File: src/rtl/execute_stage_if.sv
// Handshake and result bus between the decode stage, the execute stage, and the EX/MEM boundary.
interface execute_stage_if #(
  parameter int WIDTH    = 16,
  parameter int REG_BITS = 3
);
  logic                in_valid;
  logic                in_ready;
  logic [WIDTH-1:0]    a;
  logic [WIDTH-1:0]    b;
  logic [WIDTH-1:0]    imm;
  logic [WIDTH-1:0]    next_pc;
  logic [2:0]          alu_op;
  logic                src2_imm;
  logic [2:0]          br_cond;
  logic [1:0]          jmp_mode;
  logic                link;
  logic [1:0]          dst_sel;
  logic [REG_BITS-1:0] fld0;
  logic [REG_BITS-1:0] fld1;
  logic [REG_BITS-1:0] fld2;
  logic                out_valid;
  logic                out_ready;
  logic [WIDTH-1:0]    out_result;
  logic [REG_BITS-1:0] out_wr_reg;
  logic [WIDTH-1:0]    out_target_pc;
  logic                out_redirect;
  logic                out_reg7_en;
  logic                err;

  modport master (
    output in_valid, a, b, imm, next_pc, alu_op, src2_imm, br_cond, jmp_mode, link,
           dst_sel, fld0, fld1, fld2, out_ready,
    input  in_ready, out_valid, out_result, out_wr_reg, out_target_pc, out_redirect,
           out_reg7_en, err
  );

  modport slave (
    input  in_valid, a, b, imm, next_pc, alu_op, src2_imm, br_cond, jmp_mode, link,
           dst_sel, fld0, fld1, fld2, out_ready,
    output in_ready, out_valid, out_result, out_wr_reg, out_target_pc, out_redirect,
           out_reg7_en, err
  );
endinterface

File: src/rtl/execute_stage_pipe.sv
// Registered execute stage: ALU, branch/jump target, link handling, output register with backpressure.
// Define EX_MUL_EN to build the iterative shift-add multiplier; otherwise alu_op 111 flags err.
//
// state    | meaning
// IDLE     | accepting operations
// MUL      | one multiplier bit per cycle, WIDTH cycles
// WAIT_OUT | product ready, waiting for output register to free up
module execute_stage_pipe #(
  parameter int WIDTH    = 16,
  parameter int REG_BITS = 3,
  parameter int LINK_REG = 2**REG_BITS-1
) (
  input logic           clk,
  input logic           rst,
  execute_stage_if.slave ex
);
  localparam int SW = $clog2(WIDTH);

  logic [WIDTH-1:0]    src2, alu_res, target;
  logic [REG_BITS-1:0] dst;
  logic                taken, lnk, out_free, accept, is_mul, accept_alu;

  logic                v_r, redirect_r, reg7_r, err_r;
  logic [WIDTH-1:0]    result_r, target_r;
  logic [REG_BITS-1:0] wr_reg_r;

  assign src2     = ex.src2_imm ? ex.imm : ex.b;
  assign lnk      = (ex.jmp_mode == 2'b11) | ex.link;
  assign out_free = !v_r | ex.out_ready;

  always_comb begin
    alu_res = '0;
    case (ex.alu_op)
      3'b000:  alu_res = ex.a + src2;
      3'b001:  alu_res = src2 - ex.a;
      3'b010:  alu_res = ex.a & src2;
      3'b011:  alu_res = ex.a ^ src2;
      3'b100:  alu_res = ex.a << src2[SW-1:0];
      3'b101:  alu_res = ex.a >> src2[SW-1:0];
      3'b110:  alu_res = {{(WIDTH-1){1'b0}}, ($signed(ex.a) < $signed(src2))};
      default: alu_res = '0;
    endcase
  end

  always_comb begin
    taken = 1'b0;
    case (ex.br_cond)
      3'b001:  taken = (ex.a == '0);
      3'b010:  taken = (ex.a != '0);
      3'b011:  taken = ex.a[WIDTH-1];
      3'b100:  taken = !ex.a[WIDTH-1];
      default: taken = 1'b0;
    endcase
  end

  always_comb begin
    target = ex.next_pc;
    if (ex.jmp_mode == 2'b01)      target = ex.next_pc + ex.imm;
    else if (ex.jmp_mode[1])       target = ex.a + ex.imm;
    else if (taken)                target = ex.next_pc + ex.imm;
  end

  always_comb begin
    dst = ex.fld0;
    case (ex.dst_sel)
      2'b00:   dst = ex.fld0;
      2'b01:   dst = ex.fld1;
      2'b10:   dst = ex.fld2;
      default: dst = REG_BITS'(LINK_REG);
    endcase
  end

  // A linking op always takes the single-cycle path so the link value wins over MUL.
  assign is_mul = (ex.alu_op == 3'b111) & !lnk;

`ifdef EX_MUL_EN
  localparam int CW = (SW > 0) ? SW : 1;

  typedef enum logic [1:0] {IDLE, MUL, WAIT_OUT} state_t;
  state_t state, state_nxt;

  logic [WIDTH-1:0]    mcand, mplier, acc, acc_next, mul_val, mul_pc;
  logic [REG_BITS-1:0] mul_dst;
  logic [CW-1:0]       cnt;
  logic                mul_last, mul_load;

  assign ex.in_ready = (state == IDLE) & out_free;
  assign accept      = ex.in_valid & ex.in_ready;
  assign accept_alu  = accept & !is_mul;
  assign acc_next    = acc + (mplier[0] ? mcand : '0);
  assign mul_last    = (cnt == CW'(WIDTH-1));
  assign mul_val     = (state == MUL) ? acc_next : acc;
  assign mul_load    = ((state == MUL) & mul_last & out_free) | ((state == WAIT_OUT) & out_free);

  always_ff @(posedge clk) begin
    if (!rst) state <= IDLE;
    else      state <= state_nxt;
  end

  always_comb begin
    state_nxt = state;
    case (state)
      IDLE:     if (accept & is_mul) state_nxt = MUL;
      MUL:      if (mul_last) state_nxt = out_free ? IDLE : WAIT_OUT;
      WAIT_OUT: if (out_free) state_nxt = IDLE;
      default:  state_nxt = IDLE;
    endcase
  end

  always_ff @(posedge clk) begin
    if (!rst) begin
      mcand   <= '0;
      mplier  <= '0;
      acc     <= '0;
      cnt     <= '0;
      mul_dst <= '0;
      mul_pc  <= '0;
    end else if (accept & is_mul) begin
      mcand   <= ex.a;
      mplier  <= src2;
      acc     <= '0;
      cnt     <= '0;
      mul_dst <= dst;
      mul_pc  <= ex.next_pc;
    end else if (state == MUL) begin
      mcand   <= mcand << 1;
      mplier  <= mplier >> 1;
      acc     <= acc_next;
      cnt     <= cnt + 1'b1;
    end
  end

  assign err_r = 1'b0;
`else
  assign ex.in_ready = out_free;
  assign accept      = ex.in_valid & ex.in_ready;
  assign accept_alu  = accept;

  always_ff @(posedge clk) begin
    if (!rst)                   err_r <= 1'b0;
    else if (accept & is_mul)   err_r <= 1'b1;
  end
`endif

  always_ff @(posedge clk) begin
    if (!rst) begin
      v_r        <= 1'b0;
      result_r   <= '0;
      wr_reg_r   <= '0;
      target_r   <= '0;
      redirect_r <= 1'b0;
      reg7_r     <= 1'b0;
    end else if (accept_alu) begin
      v_r        <= 1'b1;
      result_r   <= lnk ? ex.next_pc : alu_res;
      wr_reg_r   <= lnk ? REG_BITS'(LINK_REG) : dst;
      target_r   <= target;
      redirect_r <= taken | (ex.jmp_mode != 2'b00);
      reg7_r     <= lnk;
`ifdef EX_MUL_EN
    end else if (mul_load) begin
      v_r        <= 1'b1;
      result_r   <= mul_val;
      wr_reg_r   <= mul_dst;
      target_r   <= mul_pc;
      redirect_r <= 1'b0;
      reg7_r     <= 1'b0;
`endif
    end else if (ex.out_ready) begin
      v_r        <= 1'b0;
    end
  end

  assign ex.out_valid     = v_r;
  assign ex.out_result    = result_r;
  assign ex.out_wr_reg    = wr_reg_r;
  assign ex.out_target_pc = target_r;
  assign ex.out_redirect  = redirect_r;
  assign ex.out_reg7_en   = reg7_r;
  assign ex.err           = err_r;
endmodule
File: src/flat_wrapper.sv
// flat-port wrapper written by rule: the top's interface ports become plain ports
module execute_stage_pipe_flat 
#(
  parameter int WIDTH    = 16,
  parameter int REG_BITS = 3,
  parameter int LINK_REG = 2**REG_BITS-1
)
  (clk, rst, ex_in_valid, ex_a, ex_b, ex_imm, ex_next_pc, ex_alu_op, ex_src2_imm, ex_br_cond, ex_jmp_mode, ex_link, ex_dst_sel, ex_fld0, ex_fld1, ex_fld2, ex_out_ready, ex_in_ready, ex_out_valid, ex_out_result, ex_out_wr_reg, ex_out_target_pc, ex_out_redirect, ex_out_reg7_en, ex_err);
  execute_stage_if #(.WIDTH(WIDTH), .REG_BITS(REG_BITS)) ex_i ();
  input logic clk;
  input logic rst;
  input wire logic [$bits(ex_i.in_valid)-1:0] ex_in_valid;
  input wire logic [$bits(ex_i.a)-1:0] ex_a;
  input wire logic [$bits(ex_i.b)-1:0] ex_b;
  input wire logic [$bits(ex_i.imm)-1:0] ex_imm;
  input wire logic [$bits(ex_i.next_pc)-1:0] ex_next_pc;
  input wire logic [$bits(ex_i.alu_op)-1:0] ex_alu_op;
  input wire logic [$bits(ex_i.src2_imm)-1:0] ex_src2_imm;
  input wire logic [$bits(ex_i.br_cond)-1:0] ex_br_cond;
  input wire logic [$bits(ex_i.jmp_mode)-1:0] ex_jmp_mode;
  input wire logic [$bits(ex_i.link)-1:0] ex_link;
  input wire logic [$bits(ex_i.dst_sel)-1:0] ex_dst_sel;
  input wire logic [$bits(ex_i.fld0)-1:0] ex_fld0;
  input wire logic [$bits(ex_i.fld1)-1:0] ex_fld1;
  input wire logic [$bits(ex_i.fld2)-1:0] ex_fld2;
  input wire logic [$bits(ex_i.out_ready)-1:0] ex_out_ready;
  output wire logic [$bits(ex_i.in_ready)-1:0] ex_in_ready;
  output wire logic [$bits(ex_i.out_valid)-1:0] ex_out_valid;
  output wire logic [$bits(ex_i.out_result)-1:0] ex_out_result;
  output wire logic [$bits(ex_i.out_wr_reg)-1:0] ex_out_wr_reg;
  output wire logic [$bits(ex_i.out_target_pc)-1:0] ex_out_target_pc;
  output wire logic [$bits(ex_i.out_redirect)-1:0] ex_out_redirect;
  output wire logic [$bits(ex_i.out_reg7_en)-1:0] ex_out_reg7_en;
  output wire logic [$bits(ex_i.err)-1:0] ex_err;
  assign ex_i.in_valid = ex_in_valid;
  assign ex_i.a = ex_a;
  assign ex_i.b = ex_b;
  assign ex_i.imm = ex_imm;
  assign ex_i.next_pc = ex_next_pc;
  assign ex_i.alu_op = ex_alu_op;
  assign ex_i.src2_imm = ex_src2_imm;
  assign ex_i.br_cond = ex_br_cond;
  assign ex_i.jmp_mode = ex_jmp_mode;
  assign ex_i.link = ex_link;
  assign ex_i.dst_sel = ex_dst_sel;
  assign ex_i.fld0 = ex_fld0;
  assign ex_i.fld1 = ex_fld1;
  assign ex_i.fld2 = ex_fld2;
  assign ex_i.out_ready = ex_out_ready;
  assign ex_in_ready = ex_i.in_ready;
  assign ex_out_valid = ex_i.out_valid;
  assign ex_out_result = ex_i.out_result;
  assign ex_out_wr_reg = ex_i.out_wr_reg;
  assign ex_out_target_pc = ex_i.out_target_pc;
  assign ex_out_redirect = ex_i.out_redirect;
  assign ex_out_reg7_en = ex_i.out_reg7_en;
  assign ex_err = ex_i.err;
  execute_stage_pipe #(.WIDTH(WIDTH), .REG_BITS(REG_BITS), .LINK_REG(LINK_REG)) u_core (.clk(clk), .rst(rst), .ex(ex_i));
endmodule
File: config.mk
export PLATFORM = sky130hd
export DESIGN_NAME = execute_stage_pipe_flat
export DESIGN_NICKNAME = d
export VERILOG_FILES = /design/src/rtl/execute_stage_if.sv /design/src/rtl/execute_stage_pipe.sv /design/src/flat_wrapper.sv
export SDC_FILE = /design/constraint.sdc
export NUM_CORES = 1
export LEC_CHECK = 0
export CAP_MARGIN = 30
export CORE_MARGIN = 3
export CORE_UTILIZATION = 54
export CTS_CLUSTER_DIAMETER = 150
export DETAILED_ROUTE_END_ITERATION = 6
export HOLD_SLACK_MARGIN = 0.02
export PLACE_DENSITY = 0.88
export SETUP_SLACK_MARGIN = 0.05
export SLEW_MARGIN = 20
export SYNTH_ARGS = -nofsm -noshare
export SYNTH_HDL_FRONTEND = slang
export SYNTH_SLANG_ARGS = --single-unit
File: constraint.sdc
create_clock -name clk -period 6.9 [get_ports clk]
set_input_delay 2.07 -clock clk [delete_from_list [all_inputs] [get_ports clk]]
set_output_delay 2.07 -clock clk [all_outputs]
set_load 0.1 [all_outputs]
==> impl_metrics.csv <==
group,metric,value,unit
timing,hold_violations,0,
die,core_area,11700,µm²
clock_tree,cts_tree,"yes",
setup_path,cp_cell_sequence,"clkdlybuf4s50_1 -> nor2_1 -> nand2_1 -> o21ai_0 -> inv_1 -> ha_1 -> nor2b_1 -> o21a_1 -> o21ai_0 -> a211oi_1 -> nor3_1 -> o31ai_1 -> xnor2_1 -> a221oi_1 -> nor3b_1",
finish,nFillCells,992,
status,violations,"DRC",
synthesis,synthArstFlopShare,0,%
finish,final_common_cell,"clkdlybuf4s50_1",
flow_run,cap_violations,0,
synthesis,ys_ff_latch,39,
clock_tree,clkTransAtPathRegs,0.07,ns
clock_tree,cts_hold_buf,0,
clock_tree,clk-insertion-delay-late,0.29,ns
detailed_routing,ant_nets,0,
setup_path,cp.required,7.07,ns
pwr,power.leakage,0.00353,µW
setup_path,crit_type,"in2reg",
global_routing,grt_antenna_before_repair,0,
pwr,power_density,162,nW/µm²
die,die_w,117,µm
synthesis,syn_nets,1073,
finish,drive_gt1_share,4.59,%
clock_tree,htree_levels,2,
finish,stdcell_area,8240,µm²
detailed_routing,route.vias.total,7544,
synthesis,yosysSeqAreaShare,11.8,%
finish,layout.cells.most_common_list,"127 x clkdlybuf4s50_1, 97 x nor2_1, 84 x ha_1",
detailed_routing,drtPass1Iterations,7,
clock_tree,post-cts-setup-buffers,0,
clock_tree,numCtsBuffers,5,
global_routing,grt_pass1_wl,37700,µm
die,dieArea,13700,µm²
synthesis,ys_warn_count,0,
finish,multiInputGateArea,5500,µm²
setup_path,worst-path-max-fanout,12,
pwr,peakVddDrop,0.000106,V
placed_design,place.gp.congestion,1.02,
detailed_routing,wl_per_cell,21.7,µm
synthesis,synth.distinct_cells,66,
setup_path,crit_buf_inv,2,
setup_path,start_kind,"input pin",
synthesis,synth_edf_count,0,
timing,rsz0062_at_grt,"no",
setup_path,end_kind,"flop",
synthesis,synth.avg_cell_area,7.41,µm²
timing,fin_crit,5.80,ns
finish,antenna_cells,0,
clock_tree,post_cts_resized,0,
setup_path,slowest_stage,"clkdlybuf4s50_1",
synthesis,syn_inst,897,
finish,final_nets,1177,
finish,area.sequential,781,µm²
placed_design,placed_area,8050,µm²
timing,post-route-period-util,84.1,%
hold_path,worstHoldPathType,"reg2reg",
detailed_routing,drt_iter0_drc,978,
status,outcome,"complete, but fails checks",
detailed_routing,route.detailed.drc,4,
setup_path,arrival,5.97,ns
global_routing,first_global_vias,7067,
timing,maxSlewViolCount,0,
timing,setup_viol,0,
placed_design,hpwl,19400,µm
clock_tree,cts_sinks,39,
global_routing,overflow,0,
global_routing,grt_max_degree,36,
clock_tree,cts_buffer_depth,2,
timing,finalClockSkew,0.00665,ns
die,die_height,117,µm
clock_tree,root_buffer,"clkbuf_16",
timing,fmax,172,MHz
die,rows,39,
setup_path,path_delay_family,"compound AO/OA/AOI/OAI gates",
die,io_pins,129,
timing,setup_tns,0,ns
global_routing,grt_usage,35.3,%
timing,whs,0.465,ns
detailed_routing,via_per_inst,6.59,
detailed_routing,totalWireLength,24900,µm
setup_path,cp_common_cell,"o21ai_0",
synthesis,synthFlopType,"dfxtp_1",
timing,relSlewSlack,31.7,%
synthesis,synth_area,6640,µm²
finish,area_growth,24.0,%
setup_path,cp_slowest_stage_delay,0.63,ns
placed_design,portBuffers,128,
timing,tightest_slew,1.02,ns
die,start_util,56.7,%
[synth_stat cells, types with 4 or more instances]
master	instances	area, µm²
a31oi_1	8	50.1
a221oi_1	10	87.6
a222oi_1	9	90.1
o22ai_1	4	25.0
o21ai_0	58	290
o31ai_1	6	45.0
a21oi_1	61	305
o221ai_1	5	43.8
mux2i_1	81	811
nor3b_1	6	45.0
xnor2_1	27	236
dfxtp_1	39	781
a22o_1	6	52.6
ha_1	84	1050
nor4_1	6	37.5
and3_1	7	43.8
or3_1	6	37.5
buf_1	8	30.0
nor2b_1	21	131
buf_2	6	30.0
o21a_1	13	97.6
and2_1	4	25.0
nand2b_1	10	62.6
a21boi_0	14	105
clkbuf_1	37	139
nor2_1	97	364
a211oi_1	10	75.1
mux2_2	6	67.6
xor2_1	19	166
o211ai_1	13	97.6
inv_1	41	154
nand2_1	65	244
a21o_1	5	37.5
nor3_1	32	160
o41ai_1	7	61.3
nand3_1	20	100
[path summary, 6_finish.rpt]
path / startpoint / endpoint / slack, ns / depth (start not counted)
min reg2reg: u_core.ex.out_target_pc[0]$_SDFFE_PN0P_ / u_core.ex.out_target_pc[0]$_SDFFE_PN0P_ / 0.47 / 2
min: u_core.ex.out_target_pc[0]$_SDFFE_PN0P_ / u_core.ex.out_target_pc[0]$_SDFFE_PN0P_ / 0.47 / 2
max: ex_alu_op[2] / u_core.ex.out_result[15]$_SDFFE_PN0P_ / 1.10 / 15
max reg2reg: u_core.ex.out_valid$_SDFFE_PN0P_ / u_core.ex.out_result[0]$_SDFFE_PN0P_ / 4.48 / 9
[metrics by stage]
| step | std cells | setup slack [ns] | utilization (%) | power [µW] |
|---|---|---|---|---|
| floorplan | 897 | 1.33 | - | 808 |
| global placement | 1136 | 1.01 | 68.8 | 1030 |
| detailed placement | 1136 | 0.875 | 68.8 | 1040 |
| CTS | 1144 | 1.15 | 70.2 | 1320 |
| global route | 1145 | 0.778 | 70.3 | 1400 |
| finish | 1145 | 1.10 | 70.3 | 1330 |
[power breakdown]
group / internal (µW) / switching (µW)
logic: 297 / 508
clock network: 171 / 103
registers: 244 / 12.0
total: 712 / 623
[routing by layer]
metal	up-vias	wire length [µm]	global-route usage, %
met5	-	0	0
met4	0	1180	15.7
met3	84	2490	5.96
met2	467	10800	52.9
met1	3475	10400	49.6
li1	3518	-	-
[layout make-up]
type                    instances  area share [%]
repair buffers                150            17.6
clock inverters                 3           0.532
multi-input cells             762            66.7
inverters                      43            1.96
flip-flops and latches         39            9.48
clock buffers                   5            1.52
well taps                     143            2.17
[cells by family after synthesis]
kind of cell | Yosys count | synth area share, %
AOI/OAI and AO/OA | 259 | 26.2
buffers and inverters | 96 | 5.65
adders and majority gates | 87 | 16.7
muxes | 90 | 14.1
and+or+nand+nor | 280 | 19.5
DFF | 39 | 11.8
xor gates and xnor gates | 46 | 6.06
[worst reg2reg max path, cell delays in order (launching register included)]
cell and delay (ns):
dfxtp_1 0.31, nand2b_1 0.14, nand2_1 0.10, buf_4 0.28, nand2_1 0.16, o41ai_1 0.09
a2111oi_0 0.31, nand2_1 0.24, a211oi_1 0.54, nor2_1 0.11
Power figures use the tool's default switching activity.
